$ cat src/rtl/rom_square_arbiter.sv
// ----------------------------------------------------------------------------
// rom_square_arbiter
//   Shares one synchronous ROM between C_N_REQ requesters. A round-robin
//   arbiter grants at most one request per cycle and drives the ROM address.
//   A C_RD_LATENCY-deep tag pipeline tracks which requester owns each read.
//   The tag routes the returning rom_rd_data to that requester.
//
// Ports
//   clk          : single clock for the block and the ROM
//   rst_n        : synchronous active-low reset
//   req_valid    : per-requester read request            [C_N_REQ]
//   req_addr     : per-requester address, slice i*AW+:AW [C_N_REQ*AW]
//   req_ready    : one-hot grant (or zero)                [C_N_REQ]
//   rsp_valid    : one-hot response strobe                [C_N_REQ]
//   rsp_data     : shared read-data bus (rom_rd_data)     [DW]
//   rom_addr     : ROM address pin                        [AW]
//   rom_rd_data  : ROM read-data pin                      [DW]
//   rom_rd_oce   : ROM output-register enable (latency 2 only)
//   rom_rst      : active-high ROM reset, registered from ~rst_n
// ----------------------------------------------------------------------------
module rom_square_arbiter #(
    parameter int unsigned C_ADDR_WIDTH = 10,
    parameter int unsigned C_DATA_WIDTH = 32,
    parameter int unsigned C_N_REQ      = 4,
    parameter int unsigned C_RD_LATENCY = 2
) (
    input  logic                              clk,
    input  logic                              rst_n,
    input  logic [C_N_REQ-1:0]                req_valid,
    input  logic [C_N_REQ*C_ADDR_WIDTH-1:0]   req_addr,
    output logic [C_N_REQ-1:0]                req_ready,
    output logic [C_N_REQ-1:0]                rsp_valid,
    output logic [C_DATA_WIDTH-1:0]           rsp_data,
    output logic [C_ADDR_WIDTH-1:0]           rom_addr,
    input  logic [C_DATA_WIDTH-1:0]           rom_rd_data,
    output logic                              rom_rd_oce,
    output logic                              rom_rst
);

    localparam int unsigned PTR_W = (C_N_REQ > 1) ? $clog2(C_N_REQ) : 1;

    logic [PTR_W-1:0]        ptr_q, ptr_d;
    logic [C_ADDR_WIDTH-1:0] addr_q, addr_d;
    logic [C_RD_LATENCY-1:0] tag_v_q, tag_v_d;
    logic [PTR_W-1:0]        tag_id_q [C_RD_LATENCY];
    logic [PTR_W-1:0]        tag_id_d [C_RD_LATENCY];
    logic                    rom_rst_q;

    logic                    grant_any;
    logic [PTR_W-1:0]        grant_id;
    logic [C_ADDR_WIDTH-1:0] granted_addr;
    int unsigned             scan_idx;

    // Round-robin search starting at ptr_q, wrapping modulo C_N_REQ.
    always_comb begin
        grant_any = 1'b0;
        grant_id  = '0;
        scan_idx  = 0;
        if (rst_n) begin
            for (int unsigned k = 0; k < C_N_REQ; k++) begin
                scan_idx = k + 32'(ptr_q);
                if (scan_idx >= C_N_REQ) begin
                    scan_idx = scan_idx - C_N_REQ;
                end
                if (!grant_any && req_valid[scan_idx[PTR_W-1:0]]) begin
                    grant_any = 1'b1;
                    grant_id  = scan_idx[PTR_W-1:0];
                end
            end
        end
    end

    always_comb begin
        req_ready = '0;
        if (grant_any) begin
            req_ready[grant_id] = 1'b1;
        end
    end

    // The granted address goes straight to the ROM in the grant cycle.
    // Otherwise the ROM sees the last granted address.
    always_comb begin
        granted_addr = req_addr[32'(grant_id) * C_ADDR_WIDTH +: C_ADDR_WIDTH];
        rom_addr     = grant_any ? granted_addr : addr_q;
    end

    always_comb begin
        ptr_d  = ptr_q;
        addr_d = addr_q;
        if (grant_any) begin
            ptr_d  = (grant_id == PTR_W'(C_N_REQ - 1)) ? '0 : grant_id + 1'b1;
            addr_d = granted_addr;
        end
    end

    // Stage 0 captures the acceptance; the last stage lines up with ROM data.
    always_comb begin
        tag_v_d[0]  = grant_any;
        tag_id_d[0] = grant_id;
        for (int unsigned s = 1; s < C_RD_LATENCY; s++) begin
            tag_v_d[s]  = tag_v_q[s-1];
            tag_id_d[s] = tag_id_q[s-1];
        end
    end

    always_ff @(posedge clk) begin
        if (!rst_n) begin
            ptr_q   <= '0;
            addr_q  <= '0;
            tag_v_q <= '0;
            for (int unsigned s = 0; s < C_RD_LATENCY; s++) begin
                tag_id_q[s] <= '0;
            end
        end else begin
            ptr_q   <= ptr_d;
            addr_q  <= addr_d;
            tag_v_q <= tag_v_d;
            for (int unsigned s = 0; s < C_RD_LATENCY; s++) begin
                tag_id_q[s] <= tag_id_d[s];
            end
        end
    end

    always_ff @(posedge clk) begin
        rom_rst_q <= ~rst_n;
    end

    assign rom_rst  = rom_rst_q;
    assign rsp_data = rom_rd_data;

    // Outputs are gated by rst_n so that a reset cycle never shows
    // a response for an in-flight request.
    always_comb begin
        rsp_valid = '0;
        if (rst_n && tag_v_q[C_RD_LATENCY-1]) begin
            rsp_valid[tag_id_q[C_RD_LATENCY-1]] = 1'b1;
        end
    end

    generate
        if (C_RD_LATENCY == 2) begin : g_oce
            assign rom_rd_oce = rst_n & tag_v_q[0];
        end else begin : g_no_oce
            assign rom_rd_oce = 1'b0;
        end
    endgenerate

endmodule

$ cat config.mk
export PLATFORM = sky130hd
export DESIGN_NAME = rom_square_arbiter
export DESIGN_NICKNAME = d
export VERILOG_FILES = /design/src/rtl/rom_square_arbiter.sv
export SDC_FILE = /design/constraint.sdc
export NUM_CORES = 1
export LEC_CHECK = 0
export CORE_UTILIZATION = 37
export CTS_CLUSTER_DIAMETER = 100
export DETAILED_ROUTE_END_ITERATION = 12
export PLACE_DENSITY_LB_ADDON = 0.12
export SYNTH_ARGS = -nofsm -noshare
export SYNTH_HDL_FRONTEND = slang
export SYNTH_SLANG_ARGS = --single-unit
$ cat constraint.sdc
create_clock -name clk -period 5.2 [get_ports clk]
set_clock_uncertainty 0.2 [all_clocks]
set_input_delay 1.04 -clock clk [delete_from_list [all_inputs] [get_ports clk]]
set_output_delay 1.04 -clock clk [all_outputs]
set_load 0.03 [all_outputs]
# Word level (Yosys, flattened, before mapping)
# Memories as Yosys holds them, arrays and structs flattened.
# Index checks and enable logic that the tools add are counted.
# word_totals
n_memories	1
output_inout_bits	52
reg_bits	15
ramBits	4
# classes
n_addsub	8
n_reduce_logical	9
order_cmp	12
shifts	1
n_eq_ne	1
bitwise	4
multipliers	1
n_mux	41
# memory_table
name	depth	width	rd	rd_ports_with_merged_regs	write_ports	line_no	rtl
tag_id_q	2	2	2	0	2	45	logic [PTR_W-1:0] tag_id_q [C_RD_LATENCY];
# ops
operator	count
40-bit by 7-bit variable part select with 10-bit output	1
2-bit 2-to-1 mux	16
2-bit by 3-bit less-than comparator with 1-bit output, second input constant	6
1-bit 2-to-1 mux	16
10-bit 2-to-1 mux	1
3-bit >= comparator, second input constant	3
1-bit binary-select mux with 2-bit select	4
4-bit 2-to-1 mux	2
2-bit by 1-bit subtractor with 2-bit output, second input constant	4
2-bit by 2-bit adder with 3-bit output, first input constant	2
1-bit logical AND	6
2-bit by 3-bit multiplier with 5-bit output, second input constant	1
1-bit demux with 2-bit select	2
2-bit by 1-bit >= comparator with 1-bit output, second input constant	2
1-bit by 2-bit adder with 3-bit output, first input constant	1
2-bit by 3-bit >= comparator with 1-bit output, second input constant	1
1-bit zero test	3
2-bit by 1-bit adder with 2-bit output, second input constant	1
2-bit == test, second input constant	1
1-bit bitwise OR	2
1-bit AND	1
1-bit NOT	1

# Longest topological paths before layout
# depth
depth_word	24
depth_mapped	9

# Least setup slack after synthesis
# No wires, ideal clock.
# synth_timing
path_kind	input to output
from	input req_valid[2]
to	output rom_addr[0]
setup_slack_ns	1.201
n_path_buf	1
t_arrival_ns	2.759
path_stages	6
path_cell_list	or4_1 -> buf_2 -> and2_4 -> o31ai_4 -> a211oi_1 -> nor3_1
# synth_via
elab_chain_len	19
elab_cells_between_ends	30
cone_classes	1 x mul; 1 x shift; 22 x mux; 6 x reduce/logical
# synth_lines
element	line_no	rtl
start, declared	29	input logic [C_N_REQ-1:0] req_valid,
1-bit binary-select mux with 2-bit select	65	if (!grant_any && req_valid[scan_idx[PTR_W-1:0]]) begin
1-bit 2-to-1 mux (not written as such)	65	
1-bit 2-to-1 mux	65	
1-bit 2-to-1 mux	59	if (rst_n) begin
1-bit zero test	65	
1-bit logical AND	65	
1-bit 2-to-1 mux	65	
1-bit 2-to-1 mux	59	
[... 3 more ...]	n/a	
1-bit 2-to-1 mux	59	
1-bit zero test	65	
1-bit logical AND	65	
2-bit 2-to-1 mux	65	
2-bit 2-to-1 mux	59	
2-bit by 3-bit multiplier with 5-bit output	83	granted_addr = req_addr[32'(grant_id) * C_ADDR_WIDTH +: C_ADDR_WIDTH];
40-bit by 7-bit variable part select with 10-bit output	83	
10-bit 2-to-1 mux (*)	n/a	
end, declared	34	output logic [C_ADDR_WIDTH-1:0] rom_addr,
# Every way passes the cells marked *; elsewhere a longest branch is shown, timed or not. The select of a mux whose other input is x is not followed.

# Final worst setup path
# layout_timing
from	input req_valid[1]
to	output req_ready[2]
# layout_via
elab_chain_len	21
elab_cells_between_ends	33
cone_classes	2 x order compare; 24 x mux; 7 x reduce/logical
# layout_lines
element	line_no	rtl
1-bit binary-select mux with 2-bit select	65	
1-bit 2-to-1 mux (not written as such)	65	
1-bit 2-to-1 mux	65	
1-bit 2-to-1 mux	59	
1-bit zero test	65	
1-bit logical AND	65	
1-bit 2-to-1 mux	65	
1-bit 2-to-1 mux	59	
[... 6 more ...]	n/a	
2-bit 2-to-1 mux (*)	65	
2-bit 2-to-1 mux (*)	59	
named net grant_id[1]	50	logic [PTR_W-1:0] grant_id;
2-bit by 3-bit less-than comparator with 1-bit output (not written as such) / 2-bit by 1-bit >= comparator with 1-bit output (equally long branches)	76	req_ready[grant_id] = 1'b1;
1-bit logical AND (not written as such)	76	
1-bit 2-to-1 mux (not written as such)	76	
1-bit demux with 2-bit select (*)	76	
4-bit 2-to-1 mux (*)	75	if (grant_any) begin
end, declared	31	output logic [C_N_REQ-1:0] req_ready,
# Mark *: on every way through the listed nets, which the timed path passes. The rest lies on a longest branch. The select of a mux whose other input is x is not followed.

==> flow_summary_export.csv <==
group,metric,value,unit
status,status,"finished clean",
worst_setup_path,critPathCapture,"req_ready[2]",
final_layout,layout_common_cells,"clkdlybuf4s50_1, nor3_1, a211oi_1",
die,coreArea,4384,sq um
worst_setup_path,cp-end-kind,"output port",
final_layout,num-fill-cells,422,
final_layout,final_common_cell,"clkdlybuf4s50_1",
clock_network,hold_buffers,0,
placed_design,io_buffers,65,
synth,synth_top_family_by_area,"compound AO/OA/AOI/OAI gates",
worst_setup_path,r2r_end,"addr_q[1]",
sta,slew_headroom,36.98,%
routing,wirelength,4.772,mm
synth,yosys_warnings,0,
worst_setup_path,cp.arrival,3.57,ns
synth,synth-async-reset-ratio,0,%
synth,yosys.area_share.simple,26.98,%
worst_setup_path,critPathMostFrequentCell,"clkdlybuf4s50_1",
synth,synthXorXnorAreaFrac,0,%
die,io_pins,130,
routing,drtPass1Iterations,4,
clock_network,cts_root_buf,"clkbuf_8",
die,die_x,69.64,microns
sta,grt_setup_unrepaired,"no",
worst_setup_path,critPathLaunch,"req_valid[1]",
worst_setup_path,max_stage_delay,0.66,ns
final_layout,insertedDiodeCount,0,
synth,yosysTopAreaCell,"dfxtp_1",
grt,grt_pass1_wl,7.714,mm
sta,finalCritPeriodShare,92.44,%
grt,globalRouteTotalUtil,19.84,%
power,p_leak,0.0008104,uW
routing,first_iter_violations,122,
power,switching_power,180.2,uW
worst_setup_path,ff2ff_path_depth,5,
synth,netlist_instances,205,
routing,drc,0,
sta,drv_slew,0,
worst_setup_path,startpoint_type,"input pin",
synth,synth_edf_count,0,
sta,final_hold_viol_count,0,
worst_setup_path,crit_type,"input pin to output port",
clock_network,cts.sink_count,19,
synth,synthAdderAreaFrac,2.956,%
placed_design,gp_congestion,0.8918,
synth,synth-compound-area-share,27.20,%
worst_setup_path,path_cells,"clkdlybuf4s50_1 > a21oi_2 > nor3b_2 > or4_4 > inv_1 > ha_1 > and3_1 > clkdlybuf4s50_1",
grt,grt_pass1_vias,1516,
synth,synthDistinctLibCells,39,
power,clkPwrFrac,20.5,%
sta,setup-violations-final,0,
placed_design,dp.final_hpwl,3.529,mm
worst_setup_path,crit_slowest_cell,"or4_4",
worst_setup_path,worstPathRequired,3.96,ns
power,power_density,228.2,nW/um^2
clock_network,cts_max_path_buffers,2,
job,maxCapViolations,0,
clock_network,htreeDepth,1,
worst_setup_path,r2r_start,"ptr_q[1]",
clock_network,cts_tree,"built",
power,p_seq_share,34.5,%
grt,overflow,0,
synth,syn-num-nets,287,
routing,ant_nets,0,
synth,synthMuxAreaShare,0.5913,%
clock_network,post-cts-setup-buffer-count,0,
worst_setup_path,crit_fanout,14,
synth,syn_area,1693,sq um
power,cellInternalPower,313.3,uW
synth,avgSynthCellArea,8.258,sq um
clock_network,post_cts_resize_count,0,
clock_network,cts.clk_slew.worst_paths,0.07,ns
final_layout,fin_nets,318,
die,die_area,4850,sq um
power,switching_share,36.51,%
clock_network,worstSkewPairLatency,0.25,ns
final_layout,layout-drive-gt1-share,17.45,%
routing,wl_per_cell,16.63,microns
final_layout,syn2layout_area_growth,27.72,%
sta,hold_ws,0.2340,ns
die,start_util,38.61,%
grt,grt_max_degree,24,
sta,tns,0,ns
routing,vias,1593,
synth,synthTopCellsByArea,"dfxtp_1, buf_4, a211oi_1, nor3_1, a221oi_2",
synth,seq_area_frac_synth,22.47,%
power,ir_drop,0.0001094,V
power,combPwrFrac,45.0,%
synth,netlist.area_leader.share,22.47,%
die,die_y,69.64,microns
synth,synth_ff_type,"dfxtp_1",
worst_setup_path,r2r_slack,3.03,ns
routing,viasPerCell,5.551,
sta,worst_slew_pin_slew,0.9397,ns
die,rows,24,
clock_network,numCtsBuffers,3,
grt,grt_antenna_before_repair,0,
sta,layout_min_cycle_time,4.807,ns
sta,fmax,208.0,MHz
synth,ys_ff_latch,19,
worst_hold_path,hold_class,"flip-flop to flip-flop",
cell families (layout without fill, tap and decap cells):
logic type               count (synthesis)  in the layout
AO/OA/AOI/OAI                           50             50
adder cells (fa/ha/maj)                  4              4
buffers and inverters                   51             81
flip-flops                              19             19
multiplexers                             1              1
AND/OR/NAND/NOR                         80             80
how the worst min path moves through the flow:
stage | from | to | slack (ns) | depth (start not counted)
floorplan | tag_id_q[0][0] | tag_id_q[0][2] | 0.21 | 1
global placement | tag_id_q[0][1] | tag_id_q[0][3] | 0.22 | 1
detailed placement | tag_id_q[0][1] | tag_id_q[0][3] | 0.22 | 1
CTS | tag_id_q[0][1] | tag_id_q[0][3] | 0.24 | 1
global route | tag_id_q[0][1] | tag_id_q[0][3] | 0.25 | 1
finish | tag_id_q[0][1] | tag_id_q[0][3] | 0.23 | 1
worst max-delay path, delay by kind of cell:
kind / cells / cell delay [ns]
buffers and inverters: 3 / 1.33
AND/OR/NAND/NOR: 3 / 0.88
AO/OA/AOI/OAI: 1 / 0.18
adder cells (fa/ha/maj): 1 / 0.14
cell type report:
class,instances,area [sq um],share of cell area (%)
inverters,6,22.52,1.042
flip-flops and latches,19,380.4,17.59
clock buffers,4,45.04,2.083
multi-input cells,135,983.4,45.49
well taps,52,65.06,3.009
repair buffers,71,665.6,30.79
through the flow:
step | std cells | power (uW) | utilization, % | setup WS, ns | cell area [sq um]
CTS | 287 | 499.0 | 49.32 | 0.3775 | 2162
global route | 287 | 522.7 | 49.32 | 0.2616 | 2162
finish | 287 | 493.5 | 49.32 | 0.3930 | 2162
global placement | 283 | 394.8 | 48.29 | 0.3886 | 2117
floorplan | 205 | 355.5 | - | 1.201 | 1693
detailed placement | 283 | 395.7 | 48.29 | 0.3666 | 2117
sequential cells by signal, indices dropped and copies added (netlist names):
signal and cells:
rom_rst 1, ptr_q 2, tag_v_q 2, tag_id_q 4, addr_q 10
power groups by stage:
stage / logic, uW / clock network [uW] / registers, uW
floorplan: 185 / 0 / 170
global placement: 222 / 0 / 173
detailed placement: 223 / 0 / 173
CTS: 223 / 106 / 170
global route: 240 / 110 / 172
finish: 222 / 101 / 170
synthesized netlist by cell type, types with 2 or more instances:
master	instances
nor3_1	22
inv_1	5
ha_1	4
nand2_1	3
a211oi_1	20
nor2_1	14
and3_1	4
a21oi_1	2
nor3b_1	10
dfxtp_1	19
and2_1	4
a221oi_1	3
clkbuf_1	5
nor2b_1	13
o21ai_0	10
a221oi_2	7
buf_4	35
buf_2	4
metal layers:
metal / GRT usage, % / vias up / wire [microns]
li1: - / 771 / -
met3: 5.378 / 30 / 469
met1: 25.75 / 699 / 2156
met5: 0 / - / 0
met4: 9.778 / 0 / 176
met2: 30.20 / 93 / 1969
(Power assumes the default switching activity.)
